## config.mk

```make
export PLATFORM = sky130hd
export DESIGN_NAME = recv_stream
export DESIGN_NICKNAME = d
export VERILOG_FILES = /design/src/rtl/recv_stream.sv
export SDC_FILE = /design/constraint.sdc
export NUM_CORES = 1
export LEC_CHECK = 0
export CAP_MARGIN = 20
export CORE_MARGIN = 10
export CORE_UTILIZATION = 56
export DETAILED_ROUTE_END_ITERATION = 8
export HOLD_SLACK_MARGIN = 0.03
export PLACE_DENSITY = 0.76
export SLEW_MARGIN = 20
export SYNTH_ARGS = -nofsm -noshare
export SYNTH_HDL_FRONTEND = slang
export SYNTH_SLANG_ARGS = --single-unit
```

## constraint.sdc

```tcl
create_clock -name clk_in -period 2.4 [get_ports clk_in]
set_input_delay 0.36 -clock clk_in [delete_from_list [all_inputs] [get_ports clk_in]]
set_output_delay 0.36 -clock clk_in [all_outputs]
set_load 0.02 [all_outputs]
```

## src/rtl/recv_stream.sv

```systemverilog
// Multi-word UART receiver: packs FRAMES serial frames into one word and delivers a counted or
// continuous stream of words over valid/ready, with timeout, abort and overflow reporting.

module recv_stream_rx #(
  parameter int CLK_BAUD_RATIO = 25,
  parameter int FRAME_SIZE     = 8
) (
  input  logic                  clk_in,
  input  logic                  rst_n_in,
  input  logic                  rx_in,
  output logic [FRAME_SIZE-1:0] frame_out,
  output logic                  frame_valid_out
);

  localparam int CW = (CLK_BAUD_RATIO > 1) ? $clog2(CLK_BAUD_RATIO) : 1;
  localparam int BW = (FRAME_SIZE > 1) ? $clog2(FRAME_SIZE) : 1;
  localparam logic [CW-1:0] BIT_LAST  = CW'(CLK_BAUD_RATIO - 1);
  localparam logic [CW-1:0] HALF_LAST = CW'((CLK_BAUD_RATIO > 1) ? (CLK_BAUD_RATIO / 2 - 1) : 0);
  localparam logic [BW-1:0] DATA_LAST = BW'(FRAME_SIZE - 1);

  typedef enum logic [1:0] {RX_IDLE, RX_START, RX_DATA, RX_STOP} rx_state_t;

  rx_state_t             rx_state_reg;
  logic                  rx_meta_reg;
  logic                  rx_sync_reg;
  logic [CW-1:0]         baud_cnt_reg;
  logic [BW-1:0]         bit_idx_reg;
  logic [FRAME_SIZE-1:0] shift_reg;

  // Start bit is re-checked half a bit in, after which every sample lands mid-bit; LSB arrives first.
  always_ff @(posedge clk_in) begin
    if (!rst_n_in) begin
      rx_state_reg    <= RX_IDLE;
      rx_meta_reg     <= 1'b1;
      rx_sync_reg     <= 1'b1;
      baud_cnt_reg    <= '0;
      bit_idx_reg     <= '0;
      shift_reg       <= '0;
      frame_out       <= '0;
      frame_valid_out <= 1'b0;
    end else begin
      rx_meta_reg     <= rx_in;
      rx_sync_reg     <= rx_meta_reg;
      frame_valid_out <= 1'b0;
      case (rx_state_reg)
        RX_IDLE: begin
          baud_cnt_reg <= '0;
          if (!rx_sync_reg) rx_state_reg <= RX_START;
        end
        RX_START: begin
          if (baud_cnt_reg == HALF_LAST) begin
            baud_cnt_reg <= '0;
            bit_idx_reg  <= '0;
            rx_state_reg <= rx_sync_reg ? RX_IDLE : RX_DATA;
          end else begin
            baud_cnt_reg <= baud_cnt_reg + CW'(1);
          end
        end
        RX_DATA: begin
          if (baud_cnt_reg == BIT_LAST) begin
            baud_cnt_reg <= '0;
            shift_reg    <= {rx_sync_reg, shift_reg[FRAME_SIZE-1:1]};
            if (bit_idx_reg == DATA_LAST) rx_state_reg <= RX_STOP;
            else bit_idx_reg <= bit_idx_reg + BW'(1);
          end else begin
            baud_cnt_reg <= baud_cnt_reg + CW'(1);
          end
        end
        RX_STOP: begin
          if (baud_cnt_reg == BIT_LAST) begin
            baud_cnt_reg <= '0;
            rx_state_reg <= RX_IDLE;
            // A low stop bit is a framing error: the frame is silently dropped.
            if (rx_sync_reg) begin
              frame_out       <= shift_reg;
              frame_valid_out <= 1'b1;
            end
          end else begin
            baud_cnt_reg <= baud_cnt_reg + CW'(1);
          end
        end
        default: rx_state_reg <= RX_IDLE;
      endcase
    end
  end

endmodule

module recv_stream #(
  parameter int CLK_BAUD_RATIO = 25,
  parameter int FRAME_SIZE     = 8,
  parameter int FRAMES         = 2,
  parameter bit MSB_FIRST      = 1'b0,
  parameter int TIMEOUT_BAUDS  = 32,
  parameter int MAX_WORDS      = 256,
  localparam int DATA_SIZE     = FRAME_SIZE * FRAMES,
  localparam int WCW           = $clog2(MAX_WORDS + 1)
) (
  input  logic                 clk_in,
  input  logic                 rst_n_in,
  input  logic                 rx_in,
  input  logic                 start_in,
  input  logic [WCW-1:0]       words_in,
  input  logic                 abort_in,
  output logic [DATA_SIZE-1:0] data_out,
  output logic                 valid_out,
  input  logic                 ready_in,
  output logic                 busy_out,
  output logic                 done_out,
  output logic                 timeout_out,
  output logic                 overflow_out
);

  localparam int FIW       = (FRAMES > 1) ? $clog2(FRAMES) : 1;
  localparam int TO_CYCLES = TIMEOUT_BAUDS * CLK_BAUD_RATIO;
  localparam int GW        = (TO_CYCLES > 1) ? $clog2(TO_CYCLES) : 1;
  localparam logic [FIW-1:0] LAST_IDX = FIW'(FRAMES - 1);
  localparam logic [GW-1:0]  GAP_LAST = GW'((TO_CYCLES > 0) ? (TO_CYCLES - 1) : 0);

  typedef enum logic {ST_IDLE, ST_COLLECT} state_t;

  state_t                state_reg;
  logic [FIW-1:0]        frame_idx_reg;
  logic [WCW-1:0]        words_target_reg;
  logic [WCW-1:0]        words_done_reg;
  logic [GW-1:0]         gap_cnt_reg;
  logic [DATA_SIZE-1:0]  word_buf_reg;
  logic [DATA_SIZE-1:0]  word_next;
  logic [DATA_SIZE-1:0]  data_reg;
  logic                  valid_reg;
  logic                  busy_reg;
  logic                  done_reg;
  logic                  timeout_reg;
  logic                  overflow_reg;
  logic [FRAME_SIZE-1:0] rx_frame;
  logic                  rx_frame_valid;

  recv_stream_rx #(
    .CLK_BAUD_RATIO(CLK_BAUD_RATIO),
    .FRAME_SIZE    (FRAME_SIZE)
  ) u_rx (
    .clk_in         (clk_in),
    .rst_n_in       (rst_n_in),
    .rx_in          (rx_in),
    .frame_out      (rx_frame),
    .frame_valid_out(rx_frame_valid)
  );

  // word_next is the buffer with the arriving frame dropped into the slot owned by the current index.
  generate
    for (genvar gi = 0; gi < FRAMES; gi++) begin : g_slot
      localparam int SLOT = MSB_FIRST ? (FRAMES - 1 - gi) : gi;
      assign word_next[SLOT*FRAME_SIZE +: FRAME_SIZE] =
        (rx_frame_valid && frame_idx_reg == FIW'(gi)) ? rx_frame
                                                       : word_buf_reg[SLOT*FRAME_SIZE +: FRAME_SIZE];
    end
  endgenerate

  always_ff @(posedge clk_in) begin
    if (!rst_n_in) begin
      state_reg        <= ST_IDLE;
      frame_idx_reg    <= '0;
      words_target_reg <= '0;
      words_done_reg   <= '0;
      gap_cnt_reg      <= '0;
      word_buf_reg     <= '0;
      data_reg         <= '0;
      valid_reg        <= 1'b0;
      busy_reg         <= 1'b0;
      done_reg         <= 1'b0;
      timeout_reg      <= 1'b0;
      overflow_reg     <= 1'b0;
    end else begin
      done_reg    <= 1'b0;
      timeout_reg <= 1'b0;
      if (valid_reg && ready_in) valid_reg <= 1'b0;

      case (state_reg)
        ST_IDLE: begin
          if (start_in && !abort_in) begin
            state_reg        <= ST_COLLECT;
            busy_reg         <= 1'b1;
            words_target_reg <= words_in;
            words_done_reg   <= '0;
            overflow_reg     <= 1'b0;
            frame_idx_reg    <= '0;
            gap_cnt_reg      <= '0;
            word_buf_reg     <= '0;
          end
        end
        ST_COLLECT: begin
          if (abort_in) begin
            state_reg     <= ST_IDLE;
            busy_reg      <= 1'b0;
            frame_idx_reg <= '0;
            gap_cnt_reg   <= '0;
            word_buf_reg  <= '0;
          end else if (rx_frame_valid) begin
            gap_cnt_reg <= '0;
            if (frame_idx_reg == LAST_IDX) begin
              frame_idx_reg <= '0;
              word_buf_reg  <= '0;
              // Loading is allowed when the slot is empty or is being drained this very cycle.
              if (valid_reg && !ready_in) begin
                overflow_reg <= 1'b1;
              end else begin
                data_reg  <= word_next;
                valid_reg <= 1'b1;
              end
              if (words_done_reg != '1) words_done_reg <= words_done_reg + WCW'(1);
              if (words_target_reg != '0 && words_done_reg == words_target_reg - WCW'(1)) begin
                done_reg  <= 1'b1;
                busy_reg  <= 1'b0;
                state_reg <= ST_IDLE;
              end
            end else begin
              frame_idx_reg <= frame_idx_reg + FIW'(1);
              word_buf_reg  <= word_next;
            end
          end else if (frame_idx_reg != '0 && TO_CYCLES > 0) begin
            if (gap_cnt_reg == GAP_LAST) begin
              frame_idx_reg <= '0;
              word_buf_reg  <= '0;
              gap_cnt_reg   <= '0;
              timeout_reg   <= 1'b1;
            end else begin
              gap_cnt_reg <= gap_cnt_reg + GW'(1);
            end
          end else begin
            gap_cnt_reg <= '0;
          end
        end
        default: state_reg <= ST_IDLE;
      endcase
    end
  end

  assign data_out     = data_reg;
  assign valid_out    = valid_reg;
  assign busy_out     = busy_reg;
  assign done_out     = done_reg;
  assign timeout_out  = timeout_reg;
  assign overflow_out = overflow_reg;

endmodule

```

==> results of run 1 <==
[final timing paths]
| check | startpoint | depth (start not counted) | slack (ns) | end |
|---|---|---|---|---|
| max | words_target_reg[0]$_SDFFE_PN0P_ | 8 | 0.28 | busy_out$_SDFFE_PN0P_ |
| min | u_rx.rx_meta_reg$_SDFF_PN1_ | 1 | 0.44 | u_rx.rx_sync_reg$_SDFF_PN1_ |
| max reg2reg | words_target_reg[0]$_SDFFE_PN0P_ | 8 | 0.28 | busy_out$_SDFFE_PN0P_ |
| min reg2reg | u_rx.rx_meta_reg$_SDFF_PN1_ | 1 | 0.44 | u_rx.rx_sync_reg$_SDFF_PN1_ |
[cell families (layout without fill, tap and decap cells)]
family                     count (synthesis)  after routing  share of synthesized area [%]
xor gates and xnor gates                  20             20                          4.580
adders and majority gates                  8              8                          2.617
and+or+nand+nor                          184            184                          23.06
buffers and inverters                     32             73                          3.696
AOI/OAI and AO/OA                         72             72                          11.87
DFF                                       88             88                          46.06
muxes                                     31             31                          8.113
[per-layer routing]
layer | part of all wire, % | vias up | wire length (µm)
met5 | 0 | - | 0
met3 | 4.5 | 7 | 338
met1 | 46 | 1452 | 3460
met2 | 49 | 38 | 3690
li1 | - | 1581 | -
met4 | 0.81 | 0 | 61
[stage by stage]
step / instances / hold WS, ns
after global placement: 540 / 0.3996
after detailed placement: 540 / 0.4139
final: 556 / 0.4356
after floorplan: 435 / 0.3863
after CTS: 556 / 0.4426
after global routing: 556 / 0.4633
[critical path: stages (launching register included)]
cell and delay, ns:
sky130_fd_sc_hd__dfxtp_1 0.36, sky130_fd_sc_hd__inv_1 0.09, sky130_fd_sc_hd__ha_1 0.18, sky130_fd_sc_hd__nor3b_1 0.55, sky130_fd_sc_hd__nand2_1 0.14, sky130_fd_sc_hd__xnor2_1 0.16
sky130_fd_sc_hd__nor2_1 0.18, sky130_fd_sc_hd__and4_1 0.24, sky130_fd_sc_hd__o22ai_1 0.09
[synth_stat cells (all sizes together) (2+ instances only)]
master	count
or3	4
or2	2
nor3	7
inv	7
buf	5
nor3b	6
nor4	3
nor2b	4
nand2b	8
nand4b	2
nand3	9
and4	2
xor2	8
nand2	32
xnor2	12
a22oi	11
o21ai	9
a211oi	9
a21oi	29
clkbuf	20
mux2i	31
and3	6
ha	8
nor2	85
and2	2
o31ai	3
nand4	6
dfxtp	88
[where the power goes]
group	switching [mW]	internal, mW
logic	0.101	0.0889
registers	0.0173	1.47
clock network	0.571	0.411
total	0.689	1.97
[area by class of cell]
class / count / area (µm²)
clock buffers: 9 / 123.9
clock inverters: 7 / 68.82
fillers: 541 / 2236
inverters: 7 / 26.28
multi-input cells: 315 / 1927
flip-flops and latches: 88 / 1762
well taps: 80 / 100.1
repair buffers: 50 / 475.5
==> results.txt, run 1 <==
- The run finished with clean final reports.
* Share of post-route cells with drive strength above 1: 7.563%
- Most common cell after layout, fill and taps aside: sky130_fd_sc_hd__dfxtp_1
- The smallest clock period supported by the final layout is computed as 2.125 ns.
* Via count of the first global-routing pass: 2926
* Global-route track usage on met2: 25.27%
- Post-route setup slack: 0.2750 ns
- Count of different cell masters after synthesis: 50
- The initial utilization of the core area, before any placement, comes to 56.93%.
- After floorplanning, the core was divided into 30 placement rows.
* Average via count per standard cell: 5.536
- DPL Wire Length: 5.630 mm
* Hold Vio Cnt, Final: 0
- The H-tree was split into 3 levels.
- Clock net sink count: 88
* Power per unit of standard cell area: 594.0 nW/µm²
* Flops & latches, synth: 88
- Initial drt markers: 130
* Fraction of the yosys area taken by sequential cells: 46.06%
- Setup violations remaining at the end of the flow were counted as 0.
* Transition time of the tightest slew-check pin: 0.6336 ns
- EDFF count, synth: 0
* Number of iterations in the first detailed-routing pass: 4
* Width of the die: 102.6 µm
- Kind of end point of the critical path: flop
- The net count of the finished layout is 494.
- Static timing analysis puts the maximum clock frequency at 470.6 MHz.
- Worst vdd ir: 0.5719 mV
- Mapped Cells: 435
* Boundary pin count: 36
- Summed over its instances, the top area cell type makes up 46.06% of the synthesized netlist area.
* Top Usage Layer GRT: met2
- For this run, asynchronously set or reset flops after synthesis account for 0%.
- Entering global routing, the biggest net connects 36 pins.
- The register with the most flip-flops in the layout has 16 of them.
- Of all nets on the critical path, the largest fanout is 4.
- Post-DP Area: 4290 µm²
- Total DRC errors in the routed layout: 0
* Data required, critical path: 2.61 ns
- Num CTS Buffers: 9
* P_leak: 1.730 nW
- At the end of routability-driven placement, the weighted congestion stood at 0.8555.
* Met1 capacity usage during global routing: 17.62%
- Clock-pin slew was measured on the worst setup and hold paths at 0.09 ns.
- Tcrit/Tclk final: 88.54%
* Max-cap violations: 0
* Headroom to the max-slew limit: 57.67%
- A synthesized cell averages 8.793 µm².
* Power, Total: 2.663 mW
* Count of antenna-violating nets left after detailed routing: 0
- Pins Over Slew Limit: 0
- After detailed routing, the average wire length per cell comes to 13.58 µm.
- Buffer depth of the longest clock path: 2
* Highest-count cells in the layout ignoring fill and taps: 88 x sky130_fd_sc_hd__dfxtp_1, 85 x sky130_fd_sc_hd__nor2_1, 35 x sky130_fd_sc_hd__clkdlybuf4s50_1
* Total Wirelength: 7.551 mm
- Vert. Die Dim: 102.6 µm
* Count of hold-fix buffers inserted at cts: 0
- The finished cells cover 4483 µm².
- The floorplan step defined a die boundary enclosing 10540 µm².
- Area inside the core boundary: 6719 µm²
- Hold WC Path Type: flop to flop
- In this run the post-CTS setup repair buffer count came out at 0.
- In the synthesized netlist the dominant register cell turns out to be sky130_fd_sc_hd__dfxtp_1.
- The number of antenna diodes in the final layout is 0.
- Vias post-DR: 3078
- Data arrives at the worst endpoint at 2.34 ns.
- The number of nets handed over by synthesis was 458.
* Setup Total Neg Slack: 0 ns
- Antenna violations before repair: 0
- For this run, the total global-route usage over all layers was measured as 14.72%.
- Clk Latency, worst-skew pair: 0.35 ns
- Area of the mapped netlist: 3825 µm²
- The synthesized design spends more area on one cell type than any other, namely sky130_fd_sc_hd__dfxtp_1.
* Utilization of the core after routing: 66.72%
* Cell types with the largest area share after synthesis: sky130_fd_sc_hd__dfxtp_1 46%, sky130_fd_sc_hd__nor2_1 8.3%, sky130_fd_sc_hd__mux2i_1 8.1%
* Crit start category: flop
- Clock tree from TritonCTS: yes
- Unrepaired setup endpoints after global routing: false
- In this run, post-CTS repair resized a total of 0 instances.
- Worst setup slack before clock tree synthesis: 0.2214 ns
- For this run, the number of Yosys warnings is 0.
- Cell at the root of the clock tree: sky130_fd_sc_hd__clkbuf_8
- Total congestion overflow after global routing: 0
- The count of buffers added on input and output ports is 35.
* Area growth syn-to-layout: 17.21%
- Critical path class: flop to flop
* Maximum clock skew at final layout: 0.01027 ns
- In the global route stage, met3 resource usage came out at 3.418%.
- The first global-routing pass estimated 12.79 mm of wire.
No activity file was read; power rests on OpenSTA's default activity.
==> run 2, diff against run 1 <==
--- a/config.mk
+++ b/config.mk
@@ -7,10 +7,10 @@
 export LEC_CHECK = 0
 export CAP_MARGIN = 20
 export CORE_MARGIN = 10
-export CORE_UTILIZATION = 56
+export CORE_UTILIZATION = 51
 export DETAILED_ROUTE_END_ITERATION = 8
 export HOLD_SLACK_MARGIN = 0.03
-export PLACE_DENSITY = 0.76
+export PLACE_DENSITY = 0.73
 export SLEW_MARGIN = 20
 export SYNTH_ARGS = -nofsm -noshare
 export SYNTH_HDL_FRONTEND = slang
==> constraint.sdc (replaced) <==
create_clock -name clk_in -period 1.9 [get_ports clk_in]
set_input_delay 0.285 -clock clk_in [delete_from_list [all_inputs] [get_ports clk_in]]
set_output_delay 0.285 -clock clk_in [all_outputs]
set_load 0.02 [all_outputs]
==> run 2 against run 1 <==
The run now ends with setup timing left. Critical path depth increased by 3. Sequential share of layout area is 2.4 points lower. Total power up 38%. Critical path type unchanged. Largest power group unchanged.
==> results.txt, run 2 (synthesis gave the netlist of run 1 again) <==
- The run finished, with violations left.
* Violations in the final reports: setup timing
- First-pass GRT wire length: 13.93 mm (+8.9%)
- In the layout the commonest cells are 84 x sky130_fd_sc_hd__nor2_1, 83 x sky130_fd_sc_hd__dfxtp_1, 35 x sky130_fd_sc_hd__clkdlybuf4s50_1.
- The final HPWL from detailed placement is 6.001 mm (+6.6%).
* Num CTS Buffers: 9 (unchanged)
* Pins Over Slew Limit: 0 (unchanged)
- Data required, critical path: 2.14 ns (-0.47 ns)
- TritonCTS built the clock tree.
- Total congestion overflow after global routing: 0 (unchanged)
- Number of core rows: 31 (+3.3%)
- Headroom to the max-slew limit: 51.84% (-5.8 points)
* Power per unit of standard cell area: 769.5 nW/µm² (+30%)
- Power, Total: 3.686 mW (+38%)
- The minimum hold slack came to 0.4209 ns (-0.01470 ns).
- Count of hold-fix buffers inserted at cts: 0 (unchanged)
* Peak Freq: 517.1 MHz (+9.9%)
- Boundary pin count: 36 (unchanged)
- The cell sitting at the root of the clock tree is a sky130_fd_sc_hd__clkbuf_8.
- Global routing usage summed across all routing layers: 14.73% (about the same)
- DR WL/cell: 14.35 µm (+5.6%)
- Antenna violations before repair: 0 (unchanged)
* Share of post-route cells with drive strength above 1: 14.63% (+7.1 points)
* GP Congestion: 0.8503 (-0.61%)
- Crit-path leading delay family: simple AND/OR/NAND/NOR gates
* Total Wirelength: 8.478 mm (+12%)
* Vias post-DR: 3160 (+2.7%)
- Post-route setup slack: -0.03379 ns (-0.3088 ns)
- The maximum clock skew at final layout was 0.004831 ns (-0.005444 ns).
* Unrepaired setup endpoints after global routing: true
- The number of flip-flops under the largest register name was 16 (unchanged).
* Count of antenna-violating nets left after detailed routing: 0 (unchanged)
* Number of iterations in the first detailed-routing pass: 4 (unchanged)
- Clk Latency, worst-skew pair: 0.36 ns (about the same)
- The horizontal die dimension was 106.6 µm (+3.9%).
* Buffers and inverters on the worst path: 1 (unchanged)
- The maximum resistive drop on vdd was 0.4263 mV (-25%).
* Design area: 4791 µm² (+6.9%)
- Utilization of the core after routing: 65.70% (-1.0 points)
- Pin count of the biggest net entering global routing: 48 (+33%)
- Transition time of the tightest slew-check pin: 0.7198 ns (+0.08616 ns)
* Number of nets in the layout: 511 (+3.4%)
- Relative to the synthesized area, the layout overhead comes to 25.25%.
* Die ar.: 11360 µm² (+7.9%)
- Cell with the biggest individual delay on the critical path: sky130_fd_sc_hd__dfxtp_2
- The number of sinks driven by the clock tree was 88 (unchanged).
* Fill cell total of the finished layout: 626 (+16%)
- The via count of the first global-routing pass came to 2984 (+2.0%).
- Period minus WS final: 1.934 ns (-0.1912 ns)
- Vert. Die Dim: 106.6 µm (+3.9%)
- Initial cell density of the core: 52.45% (-4.5 points)
* Largest stage delay on the critical path: 0.34 ns (-0.21 ns)
- Average via count per standard cell: 5.347 (-3.4%)
- Critical path class: flop to flop
* Data arrival time at the worst-slack endpoint: 2.17 ns (-0.17 ns)
- The maximum buffer depth of the clock tree was 2 (unchanged).
* Hold Vio Cnt, Final: 0 (unchanged)
- The quantity of I/O buffers inserted on ports is 35 (unchanged).
* Hold WC Path Type: flop to flop
- Register clock-pin slew on the reported worst setup and hold paths: 0.08 ns (about the same)
- The detailed router's first-iteration violation count was 172 (+32%).
- Most common cell after layout, fill and taps aside: sky130_fd_sc_hd__nor2_1
- Diode insertion count for antenna repair: 0 (unchanged)
* Setup-failing EPs final: 3 (+3)
- Setup Total Neg Slack: -0.06682 ns (-0.06682 ns)
- The number of violations of the max-capacitance limit was 0 (unchanged).
- The CTS H-tree depth is 3 (unchanged).
- The final period utilization was 101.8% (+13 points).
- Biggest fanout along the worst timing path: 3 (-1)
- Walking the worst path, the cells encountered are ha_4, nand3_2, nor2_2, ha_2, nand4b_1, a21oi_2, buf_4, and3_4, nand4_1, xor2_1, nor2_1.
* Total DRC errors in the routed layout: 0 (unchanged)
* P_leak: 1.843 nW (+6.5%)
- The worst setup path is launched from a flop.
- Area inside the core boundary: 7292 µm² (+8.5%)
- Kind of end point of the critical path: flop
- The standard cell area after detailed placement was 4477 µm² (+4.3%).
## run 2: cell count changes in the layout (fill, tap and decap cells not counted), sizes merged
cell	change
buf	+17
bufinv	+3
clkbuf	+1
clkinvlp	+1
inv	-6
## run 2: final timing paths
kind	startpoint	end	slack, ns	depth (start not counted)
setup reg to reg	words_done_reg[0]$_SDFFE_PN0P_	words_done_reg[6]$_SDFFE_PN0P_	-0.03	11
hold / removal	u_rx.rx_meta_reg$_SDFF_PN1_	u_rx.rx_sync_reg$_SDFF_PN1_	0.42	1
hold reg to reg	u_rx.rx_meta_reg$_SDFF_PN1_	u_rx.rx_sync_reg$_SDFF_PN1_	0.42	1
setup / recovery	words_done_reg[0]$_SDFFE_PN0P_	words_done_reg[6]$_SDFFE_PN0P_	-0.03	11
## run 2: metal layers
layer / part of all wire, % / up-vias / global-route usage [%] / wire (µm)
li1: - / 1613 / - / -
met5: 0 / - / 0 / 0
met1: 47 / 1489 / 18.44 / 4021
met3: 4.0 / 13 / 3.713 / 335
met2: 47 / 45 / 24.01 / 4002
met4: 1.4 / 0 / 5.222 / 119
## run 2: cell type report
class | instances | area (µm²) | share of cell area, %
inverter | 7 | 26.28 | 0.5484
tap | 99 | 123.9 | 2.586
multi-input combinational | 315 | 2011 | 41.97
timing repair buffer | 67 | 628.1 | 13.11
sequential | 88 | 1768 | 36.90
clock buffer | 10 | 127.6 | 2.664
clock inverter | 5 | 106.4 | 2.220
## run 2: stage by stage
step	setup WS, ns	cells
floorplan	-0.01671	435
global placement	-0.2040	574
detailed placement	-0.2611	574
CTS	-0.04392	590
global route	-0.1545	591
finish	-0.03379	591
## run 2: repair_timing
item,CTS,global route
setup buffers,1,1
setup endpoints to repair,3,19
pin swaps,3,7
gates resized for setup,4,14
## run 2: where the power goes
part	switching [mW]	total (mW)	internal, mW
sequential	0.0216	1.88	1.86
combinational	0.141	0.277	0.136
clock	0.656	1.52	0.869
total	0.818	3.69	2.87
==> run 3, diff against run 2 <==
--- a/config.mk
+++ b/config.mk
@@ -7,10 +7,10 @@
 export LEC_CHECK = 0
 export CAP_MARGIN = 20
 export CORE_MARGIN = 10
-export CORE_UTILIZATION = 51
+export CORE_UTILIZATION = 61
 export DETAILED_ROUTE_END_ITERATION = 8
 export HOLD_SLACK_MARGIN = 0.03
-export PLACE_DENSITY = 0.73
+export PLACE_DENSITY = 0.82
 export SLEW_MARGIN = 20
 export SYNTH_ARGS = -nofsm -noshare
 export SYNTH_HDL_FRONTEND = slang
==> constraint.sdc (replaced) <==
create_clock -name clk_in -period 2.37 [get_ports clk_in]
set_input_delay 0.3555 -clock clk_in [delete_from_list [all_inputs] [get_ports clk_in]]
set_output_delay 0.3555 -clock clk_in [all_outputs]
set_load 0.02 [all_outputs]
==> run 3 against run 2 <==
The run now ends clean. Sequential cell count did not move. Via count fell by 1.1%. Design area fell by 6.6%. Sequential power fell by 20%. Wire length fell by 7.3%. Non-clock buffer count fell by 21.
==> results.txt, run 3 (synthesis gave the netlist of run 1 again) <==
- The fraction of final layout cells sized beyond drive strength 1 is 7.203% (-7.4 points).
- Counting stages on the worst path, the most repeated cell is sky130_fd_sc_hd__ha_1.
- The final standard cell area without fillers came to 4477 µm² (-6.6%).
* Width of the die: 99.19 µm (-7.0%)
* Diode insertion count for antenna repair: 0 (unchanged)
* Maximum clock skew at final layout: 0.01076 ns (+0.005930 ns)
* Area growth syn-to-layout: 17.04%
- FF+latch area: 1762 µm² (-0.35%)
- Headroom to the max-slew limit: 57.78% (+5.9 points)
- Relative contribution of the clock network to total power: 38.3% (-3.1 points)
- Fill cell total of the finished layout: 437 (-30%)
- Critical path cell sequence: ha_1, nand3_1, nor2_1, ha_1, nand4b_1, a21oi_2, nand4_1, or3_1, a21oi_1
- Clock net sink count: 88 (unchanged)
* Kind of end point of the critical path: flop
- Average via count per standard cell: 5.711 (+6.8%)
- The die span in y came to 99.19 µm (-7.0%).
* Run status: completed
- The final-stage net count is 490 (-4.1%).
- The maximum resistive drop on vdd was 0.4932 mV (+16%).
- Tcrit/Tclk final: 90.24% (-12 points)
* Buffer depth of the longest clock path: 2 (unchanged)
* Internal portion of total power: 2.083 mW (-27%)
* Area inside the core boundary: 5991 µm² (-18%)
- Post-DP Area: 4267 µm² (-4.7%)
- Setup Total Neg Slack: 0 ns (+0.06682 ns)
- The critical-path maximum fanout was 5 (+2).
* Switching part of the total power: 24.61% (+2.4 points)
- Cell with the biggest individual delay on the critical path: sky130_fd_sc_hd__dfxtp_1
* Unrepaired setup endpoints after global routing: false
- Highest-count cells in the layout ignoring fill and taps: 88 x sky130_fd_sc_hd__dfxtp_1, 85 x sky130_fd_sc_hd__nor2_1, 35 x sky130_fd_sc_hd__clkdlybuf4s50_1
* Max-cap violations: 0 (unchanged)
* Most common cell after layout, fill and taps aside: sky130_fd_sc_hd__dfxtp_1
* P_leak: 1.717 nW (-6.8%)
- The boundary pin count was 36 (unchanged).
- The required time of the worst setup path came to 2.65 ns (+0.51 ns).
* Cell at the root of the clock tree: sky130_fd_sc_hd__clkbuf_8
- Hold WC Path Type: flop to flop
- Critical path class: flop to flop
- Setup-failing EPs final: 0 (-3)
- The remaining number of nets flagged by the antenna check after routing is 0 (unchanged).
- Pins Over Slew Limit: 0 (unchanged)
- TritonCTS built the clock tree.
- The area of the die was 9838 µm² (-13%).
* Num CTS Buffers: 9 (unchanged)
* Power per unit of standard cell area: 617.1 nW/µm² (-20%)
- Crit start category: flop
- The number of buffers inserted for hold repair after clock tree synthesis came to 0 (unchanged).
- Register clock-pin slew on the reported worst setup and hold paths: 0.09 ns (about the same)
- The CTS H-tree depth was 3 (unchanged).
* First-pass GRT wire length: 13.29 mm (-4.6%)
- Peak Freq: 467.6 MHz (-9.6%)
- The row count came to 28 (-9.7%).
- Post-cts repair resize count: 0 (-4)
- The total chip power is 2.763 mW (-25%).
- Hold Vio Cnt, Final: 0 (unchanged)
- Combinational cell fraction of total power: 7.0% (-0.5 points)
- Clk Latency, worst-skew pair: 0.35 ns (about the same)
* Count of input and output buffers: 35 (unchanged)
* Initial drt markers: 146 (-15%)
- The length of the first detailed-routing pass in iterations came to 4 (unchanged).
* Period minus WS final: 2.139 ns (+0.2048 ns)
- Part of the total power dissipated in sequential elements: 54.8% (+3.7 points)
- Setup Fix Bufs, Post-CTS: 0 (-1)
- The final weighted congestion in routability-driven placement came to 0.8134 (-4.3%).
- The starting utilization of the core area was 63.85% (+11 points).
- Vias post-DR: 3124 (-1.1%)
- The pin count of the biggest net entering global routing came to 34 (-29%).
- Total Wirelength: 7.856 mm (-7.3%)
- The total routing usage reported by global routing is 15.91% (+1.2 points).
- The highest cell delay on the worst timing path is 0.36 ns (+0.02 ns).
* Worst hold margin: 0.4128 ns (-0.008042 ns)
- DPL Wire Length: 5.737 mm (-4.4%)
- The detail-routed net length per standard cell is 14.36 µm (+0.12%).
- Total congestion overflow after global routing: 0 (unchanged)
- The multi-input logic area came to 1936 µm² (-3.7%).
- The count of unresolved DRC violations after routing is 0 (unchanged).
- The number of antenna violations at the first check in global routing was 0 (unchanged).
- The arrival time of data at the critical path endpoint was 2.42 ns (+0.25 ns).
- Number of flip-flops under the largest register name: 16 (unchanged)
* Switching power: 679.8 µW (-17%)
- The via count of the first global-routing pass is 2923 (-2.0%).
- Transition time of the tightest slew-check pin: 0.6310 ns (-0.08875 ns)
-- run 3: worst paths after layout --
kind / startpoint / endpoint / slack [ns] / cells past startpoint
hold reg to reg: u_rx.rx_meta_reg$_SDFF_PN1_ / u_rx.rx_sync_reg$_SDFF_PN1_ / 0.41 / 1
hold / removal: u_rx.rx_meta_reg$_SDFF_PN1_ / u_rx.rx_sync_reg$_SDFF_PN1_ / 0.41 / 1
setup / recovery: words_done_reg[0]$_SDFFE_PN0P_ / words_done_reg[7]$_SDFFE_PN0P_ / 0.23 / 9
setup reg to reg: words_done_reg[0]$_SDFFE_PN0P_ / words_done_reg[7]$_SDFFE_PN0P_ / 0.23 / 9
-- run 3: metrics by stage --
stage / utilization [%] / setup slack, ns / instances
floorplan: - / 0.2799 / 435
global placement: 71.22 / 0.1192 / 531
detailed placement: 71.22 / 0.04413 / 531
CTS: 74.58 / 0.1517 / 547
global route: 74.73 / 0.03338 / 547
finish: 74.73 / 0.2314 / 547
-- run 3: layout make-up --
class                   instances  area share [%]
clock buffers                   9           2.767
clock inverters                 7           1.733
inverters                       7          0.5869
multi-input cells             315           43.24
flip-flops and latches         88           39.35
well taps                      75           2.096
repair buffers                 46           10.23
-- run 3: power by group through the flow --
stage,logic (mW),registers [mW],clock network [mW]
finish,0.193,1.51,1.06
global placement,0.184,1.55,0
CTS,0.191,1.51,1.07
floorplan,0.127,1.54,0
global route,0.213,1.52,1.12
detailed placement,0.189,1.55,0
-- run 3: worst max-delay path: cells and delay by family (launching register included) --
kind / cells / cell delay (ns)
simple gates: 5 / 0.90
fa+ha+maj: 2 / 0.41
flops: 1 / 0.36
compound gates: 2 / 0.40
-- run 3: routing by layer --
layer / global-route usage, % / vias to the layer above / part of all wire (%)
li1: - / 1582 / -
met1: 18.94 / 1477 / 46
met2: 26.80 / 53 / 49
met3: 3.391 / 12 / 3.8
met4: 7.166 / 0 / 1.5
met5: 0 / - / 0
